### src/rtl/ts_sync_recovery_mc_pkg.sv
// Shared constants for MPEG-2 TS sync recovery: sync byte value, packet lengths and FSM encodings.
// Combinational helper only; no timing or flow control of its own.
package ts_sync_recovery_mc_pkg;

    localparam logic [7:0] SYNC_BYTE   = 8'h47;
    localparam logic [7:0] PKT_LEN_188 = 8'd188;
    localparam logic [7:0] PKT_LEN_204 = 8'd204;

    localparam logic [1:0] ST_HUNT   = 2'd0;
    localparam logic [1:0] ST_VERIFY = 2'd1;
    localparam logic [1:0] ST_LOCKED = 2'd2;

    function automatic logic [7:0] pkt_len(input logic mode_204);
        return mode_204 ? PKT_LEN_204 : PKT_LEN_188;
    endfunction

endpackage

### src/rtl/ts_sync_recovery_mc_channel.sv
// One TS channel: HUNT/VERIFY/LOCKED sync search with flywheel over missing syncs, loss counter.
// Latency 1 cycle byte-in to byte-out; no backpressure, cycles with i_byte_vld=0 freeze the channel.
module ts_sync_recovery_mc_channel
    import ts_sync_recovery_mc_pkg::*;
#(
    parameter int LOCK_CNT   = 3,
    parameter int UNLOCK_CNT = 3,
    parameter int CNT_W      = 16
) (
    input  logic             i_clk,
    input  logic             i_rst_n,
    input  logic             i_mode_204,
    input  logic [7:0]       i_byte,
    input  logic             i_byte_vld,
    output logic [7:0]       o_ts,
    output logic             o_valid,
    output logic             o_sync,
    output logic             o_locked,
    output logic [CNT_W-1:0] o_loss_cnt
);

    localparam int HITS_W = $clog2(LOCK_CNT + 1);
    localparam int MISS_W = $clog2(UNLOCK_CNT + 1);

    logic [1:0]        r_state;
    logic [7:0]        r_pos;
    logic [7:0]        r_len;
    logic [HITS_W-1:0] r_hits;
    logic [MISS_W-1:0] r_miss;
    logic [CNT_W-1:0]  r_loss;
    logic [7:0]        r_ts;
    logic              r_valid;
    logic              r_sync;
    logic              r_locked;

    logic [1:0]        w_state_nxt;
    logic [7:0]        w_pos_nxt;
    logic [7:0]        w_len_nxt;
    logic [HITS_W-1:0] w_hits_nxt;
    logic [MISS_W-1:0] w_miss_nxt;
    logic [CNT_W-1:0]  w_loss_nxt;
    logic              w_out_vld;
    logic              w_out_sync;

    logic              w_is_sync;
    logic              w_at_start;
    logic [7:0]        w_pos_wrap;
    logic [HITS_W-1:0] w_hits_inc;
    logic [MISS_W-1:0] w_miss_inc;

    assign w_is_sync  = (i_byte == SYNC_BYTE);
    assign w_at_start = (r_pos == 8'd0);
    assign w_pos_wrap = (r_pos == r_len - 8'd1) ? 8'd0 : r_pos + 8'd1;
    assign w_hits_inc = r_hits + HITS_W'(1);
    assign w_miss_inc = r_miss + MISS_W'(1);

    always_comb begin
        w_state_nxt = r_state;
        w_pos_nxt   = r_pos;
        w_len_nxt   = r_len;
        w_hits_nxt  = r_hits;
        w_miss_nxt  = r_miss;
        w_loss_nxt  = r_loss;
        w_out_vld   = 1'b0;
        w_out_sync  = 1'b0;
        if (i_byte_vld) begin
            w_pos_nxt = w_pos_wrap;
            case (r_state)
                ST_HUNT: begin
                    if (w_is_sync) begin
                        // Packet length is frozen here until the channel next falls back to HUNT.
                        w_state_nxt = ST_VERIFY;
                        w_pos_nxt   = 8'd1;
                        w_hits_nxt  = HITS_W'(1);
                        w_len_nxt   = pkt_len(i_mode_204);
                    end else begin
                        w_pos_nxt = 8'd0;
                    end
                end
                ST_VERIFY: begin
                    if (w_at_start) begin
                        if (w_is_sync) begin
                            w_hits_nxt = w_hits_inc;
                            if (w_hits_inc == HITS_W'(LOCK_CNT)) begin
                                w_state_nxt = ST_LOCKED;
                                w_miss_nxt  = '0;
                                w_out_vld   = 1'b1;
                                w_out_sync  = 1'b1;
                            end
                        end else begin
                            w_state_nxt = ST_HUNT;
                            w_pos_nxt   = 8'd0;
                        end
                    end
                end
                ST_LOCKED: begin
                    w_out_vld  = 1'b1;
                    w_out_sync = w_at_start;
                    if (w_at_start) begin
                        if (w_is_sync) begin
                            w_miss_nxt = '0;
                        end else begin
                            w_miss_nxt = w_miss_inc;
                            // The byte that exhausts the miss budget is dropped, not forwarded.
                            if (w_miss_inc == MISS_W'(UNLOCK_CNT)) begin
                                w_state_nxt = ST_HUNT;
                                w_pos_nxt   = 8'd0;
                                w_out_vld   = 1'b0;
                                w_out_sync  = 1'b0;
                                w_loss_nxt  = (&r_loss) ? r_loss : r_loss + CNT_W'(1);
                            end
                        end
                    end
                end
                default: begin
                    w_state_nxt = ST_HUNT;
                    w_pos_nxt   = 8'd0;
                end
            endcase
        end
    end

    always_ff @(posedge i_clk or negedge i_rst_n) begin
        if (!i_rst_n) begin
            r_state  <= ST_HUNT;
            r_pos    <= 8'd0;
            r_len    <= PKT_LEN_188;
            r_hits   <= '0;
            r_miss   <= '0;
            r_loss   <= '0;
            r_ts     <= 8'd0;
            r_valid  <= 1'b0;
            r_sync   <= 1'b0;
            r_locked <= 1'b0;
        end else begin
            r_state  <= w_state_nxt;
            r_pos    <= w_pos_nxt;
            r_len    <= w_len_nxt;
            r_hits   <= w_hits_nxt;
            r_miss   <= w_miss_nxt;
            r_loss   <= w_loss_nxt;
            r_valid  <= w_out_vld;
            r_sync   <= w_out_sync;
            r_locked <= (w_state_nxt == ST_LOCKED);
            if (w_out_vld) begin
                r_ts <= i_byte;
            end
        end
    end

    assign o_ts       = r_ts;
    assign o_valid    = r_valid;
    assign o_sync     = r_sync;
    assign o_locked   = r_locked;
    assign o_loss_cnt = r_loss;

endmodule

### src/rtl/ts_sync_recovery_mc.sv
// N-channel MPEG-2 TS sync recovery; independent per-channel lock, sharing only the 188/204 mode select.
// Latency 1 cycle per channel; no backpressure, idle byte slots simply freeze that channel.
module ts_sync_recovery_mc #(
    parameter int NUM_CH     = 4,
    parameter int LOCK_CNT   = 3,
    parameter int UNLOCK_CNT = 3,
    parameter int CNT_W      = 16
) (
    input  logic                    i_clk,
    input  logic                    i_rst_n,
    input  logic                    i_mode_204,
    input  logic [NUM_CH*8-1:0]     i_byte_in,
    input  logic [NUM_CH-1:0]       i_byte_valid,
    output logic [NUM_CH*8-1:0]     o_ts_out,
    output logic [NUM_CH-1:0]       o_valid_out,
    output logic [NUM_CH-1:0]       o_sync_out,
    output logic [NUM_CH-1:0]       o_locked,
    output logic [NUM_CH*CNT_W-1:0] o_sync_loss_cnt
);

    for (genvar g = 0; g < NUM_CH; g++) begin : g_ch
        ts_sync_recovery_mc_channel #(
            .LOCK_CNT   (LOCK_CNT),
            .UNLOCK_CNT (UNLOCK_CNT),
            .CNT_W      (CNT_W)
        ) u_channel (
            .i_clk      (i_clk),
            .i_rst_n    (i_rst_n),
            .i_mode_204 (i_mode_204),
            .i_byte     (i_byte_in[g*8 +: 8]),
            .i_byte_vld (i_byte_valid[g]),
            .o_ts       (o_ts_out[g*8 +: 8]),
            .o_valid    (o_valid_out[g]),
            .o_sync     (o_sync_out[g]),
            .o_locked   (o_locked[g]),
            .o_loss_cnt (o_sync_loss_cnt[g*CNT_W +: CNT_W])
        );
    end

endmodule

### config.mk
export PLATFORM = sky130hd
export DESIGN_NAME = ts_sync_recovery_mc
export DESIGN_NICKNAME = d
export VERILOG_FILES = /design/src/rtl/ts_sync_recovery_mc_pkg.sv /design/src/rtl/ts_sync_recovery_mc_channel.sv /design/src/rtl/ts_sync_recovery_mc.sv
export SDC_FILE = /design/constraint.sdc
export NUM_CORES = 1
export LEC_CHECK = 0
export CORE_MARGIN = 10
export CORE_UTILIZATION = 58
export DETAILED_ROUTE_END_ITERATION = 8
export PLACE_DENSITY = 0.86
export SLEW_MARGIN = 15
export SYNTH_ARGS = -nofsm -noshare
export SYNTH_HDL_FRONTEND = slang
export SYNTH_HIERARCHICAL = 1
export SYNTH_SLANG_ARGS = --single-unit
### constraint.sdc
create_clock -name i_clk -period 4.8 [get_ports i_clk]
set_clock_uncertainty 0.05 [all_clocks]
set_input_delay 0.96 -clock i_clk [delete_from_list [all_inputs] [get_ports i_clk]]
set_output_delay 0.96 -clock i_clk [all_outputs]
set_load 0.01 [all_outputs]
==> key figures <==
Logic synthesis
  – Seq/Total Area, Yosys: 47.30%
  – Async SR Flop Fraction: 100.0%
  – Mapped Area: 9110 µm²
  – Ys flop type: dfrtp_1
  – #FFs+latches synth: about 170
  – Synthesized area per cell: 10.35 µm²
  – Post-synthesis cell count: 880
  – Mapped Nets: 955
  – Yosys warnings: 6
  – Post-synth EDFFs: 0
  – Yosys cell types: 61

Run status
  – Run status: complete, no violations

Placed design
  – # port buffers: between 100 and 150
  – DP Worst Slack: 0.9440 ns
  – Placer congestion estimate: ~0.89
  – Final HPWL DP: 15,670 µm

STA
  – Final period util: 71.50%
  – Final worst setup slack: about 1.4 ns
  – Final Critical Period: 3.432 ns
  – RSZ-0062 raised after global routing: no
  – Slew margin rel.: roughly 34%
  – Least-Margin Pin Slew: 0.9852 ns
  – Hold_ws: 0.4283 ns
  – Final TNS setup: 0 ns
  – Final max-slew violation count: 0
  – Fmax achieved: approximately 290 MHz
  – # setup viols final: 0
  – Final Hold Fails: 0

Routing
  – WL per Instance: ~17 µm
  – Final routed DRC violation total: 0
  – DR top layer: met4
  – Via count: about 7,400
  – Final ANT Viol Nets: 0
  – Met1 Wirelength: just over 9000 µm
  – Vias per cell: 5.920
  – Routed WL: 21,540 µm
  – Met2 routed WL: 10,810 µm
  – Routed met3 length: 1201 µm
  – Initial DRC Count: 503
  – DRT Pass-1 Iters: 5

Power
  – Peak supply drop: approximately 0.28 mV
  – Internal power: roughly 2.4 mW
  – Clk network pwr share: between 40% and 50%
  – Net Sw Frac: roughly 22%
  – Comb pwr share: about 4.3%
  – Register share of total power: between 40% and 50%
  – Pwr/cell area: about 270 nW/µm²
  – Static Leak: 4.795 nW
  – Sw Pwr: around 0.67 mW

Clock tree
  – Post-CTS Setup Bufs: 0
  – CTS Buf Count: 17
  – CTS tree: done
  – Cts-stage hold buffer count: 0
  – Clk_lat worst skew: between 0.4 and 0.5 ns
  – Clock-pin transition on the worst setup and hold timing paths: 0.06 ns
  – CTS sink count: between 150 and 200
  – Gates resized, CTS repair: 0
  – CTS H-tree depth: 4
  – CTS root buffer: clkbuf_16
  – Clock buffer depth: 2

Floorplanning
  – Core area: around 15,000 µm²
  – Die Y-Extent: between 100 and 150 µm
  – Initial Util: approximately 59%
  – Die Wd: about 150 µm
  – Die area: ~21,000 µm²
  – Standard-cell rows: 45
  – # IOs: approximately 150

GRT
  – Pin count of the biggest net entering global routing: between 100 and 150
  – GRT overflow: 0
  – Antenna violations before repair: 0
  – Via count of the first global-routing pass: 7,320
  – Global-route wire length before repair: about 37,000 µm
  – Gr usage total: 20.29%

Critical path
  – Critical Path Source Type: input pin
  – CP endpoint kind: register
  – WS Path Type: input pin to register
  – CP required: 5.06 ns
  – Crit-path max FO: 15
  – WP data arrival: around 3.7 ns

Layout
  – Antenna Cells: 0
  – Share of layout cells above drive strength 1: 9.866%
  – Fin nets: ~1,100
  – Final core utilization: approximately three quarters
  – Area Growth Syn to Fin: 25.24%

Hold path
  – Worst hold path type: register to register

Job
  – Max-cap violation count: 0
[sequential cells by signal, summed over array words and instances, names as in the netlist]
register,flops
g_ch.u_channel/o_loss_cnt,64
g_ch.u_channel/o_ts,32
g_ch.u_channel/r_pos,32
g_ch.u_channel/r_hits,8
g_ch.u_channel/r_len,8
g_ch.u_channel/r_miss,8
g_ch.u_channel/r_state,8
g_ch.u_channel/o_locked,4
g_ch.u_channel/o_sync,4
g_ch.u_channel/o_valid,4
[routing by layer]
layer  GRT usage, %  up-vias
met5              0        -
met4          5.157        0
met3          4.998       28
met2          34.83      208
met1          25.01     3663
li1               -     3531
[final timing paths]
check / cells past startpoint / slack, ns / start / endpoint
min in group asynchronous: 1 / 0.57 / i_rst_n / g_ch[2].u_channel/o_loss_cnt[6]
worst min-delay path: 2 / 0.43 / g_ch[1].u_channel/r_len[5] / g_ch[1].u_channel/r_len[5]
worst max-delay path: 6 / 1.37 / i_byte_valid[3] / g_ch[3].u_channel/o_loss_cnt[1]
worst max register to register: 7 / 1.59 / g_ch[2].u_channel/r_pos[0] / g_ch[2].u_channel/r_pos[3]
max in group asynchronous: 2 / 3.11 / i_rst_n / g_ch[1].u_channel/r_len[5]
worst min register to register: 2 / 0.43 / g_ch[1].u_channel/r_len[5] / g_ch[1].u_channel/r_len[5]
[metrics by stage]
step,total power [mW],instances,instance area [µm²]
final,3.045,1255,11410
after global routing,3.147,1255,11410
after CTS,3.064,1255,11410
after detailed placement,1.625,1224,10790
after global placement,1.621,1224,10790
after floorplan,1.546,880,9110
[cell type report]
type                            instances  area [µm²]
Clock buffer                           17       425.4
Sequential cell                       172        4309
Clock inverter                         14       196.4
Fill cell                            1075        3905
Inverter                               50       187.7
Multi-Input combinational cell        643        4549
Timing Repair Buffer                  148        1478
Tap cell                              211       264.0
[power by group through the flow]
stage | Combinational [mW] | Clock (mW) | Sequential (mW)
global route | 0.146 | 1.53 | 1.47
CTS | 0.132 | 1.47 | 1.47
floorplan | 0.0540 | 0 | 1.49
global placement | 0.128 | 0 | 1.49
detailed placement | 0.130 | 0 | 1.49
finish | 0.131 | 1.45 | 1.47
[cell usage after synthesis, types with 5 or more instances]
cell type,instances,area (µm²)
inv_1,46,172.7
or2_2,5,31.28
nand2_1,65,244.0
a31oi_1,8,50.05
and3_1,15,93.84
mux2_2,37,416.7
or3_1,8,50.05
mux2i_1,10,100.1
o221ai_1,15,131.4
ha_1,36,450.4
a2bb2oi_1,6,52.55
a22o_1,7,61.31
nor4_1,11,68.82
a21oi_1,22,110.1
and2_1,10,62.56
dfrtp_1,168,4204
nand2b_1,16,100.1
nand4_1,25,156.4
o21ai_1,9,45.04
o2bb2ai_1,8,70.07
xor2_1,20,175.2
clkbuf_1,9,33.78
nor2_1,43,161.4
nor3_1,40,200.2
nand3_1,58,290.3
buf_2,6,30.03
nand4b_1,8,70.07
o21a_1,5,37.54
o21ai_0,30,150.1
xnor2_1,41,359.1
o211ai_1,10,75.07
a211oi_1,8,60.06
[cell families after synthesis]
| group | synth area share (%) |
|---|---|
| muxes | 6.043 |
| adders and majority gates | 4.944 |
| DFF | 47.30 |
| buffers and inverters | 2.761 |
| AOI/OAI and AO/OA | 12.44 |
| and+or+nand+nor | 20.64 |
| xor gates and xnor gates | 5.865 |
[cell usage in the layout (no fill, tap or decap), types with 5 or more instances in the layout]
cell type,instances
or3_1,8
nand2b_1,16
o221ai_1,15
xor2_1,20
dfrtp_1,168
and3_1,15
o21a_1,5
xnor2_1,41
mux2i_1,10
o21ai_0,30
o21ai_1,9
a21oi_1,22
mux2_2,37
o211ai_1,10
o2bb2ai_1,8
a22o_1,7
nor4_1,11
nor2_1,43
nand2_1,65
nand4_1,25
a31oi_1,8
clkdlybuf4s50_1,145
a2bb2oi_1,6
nand4b_1,8
and2_1,10
nand3_1,58
inv_1,46
nor3_1,40
a211oi_1,8
or2_2,5
ha_1,36
clkbuf_16,17
[worst max-delay path, stage by stage]
cell	delay, ns
clkdlybuf4s50_1	0.77
clkinv_1	0.39
nor4_4	0.46
nand4_1	0.44
nor2_1	0.31
mux2_2	0.36
(Power assumes the default switching activity.)
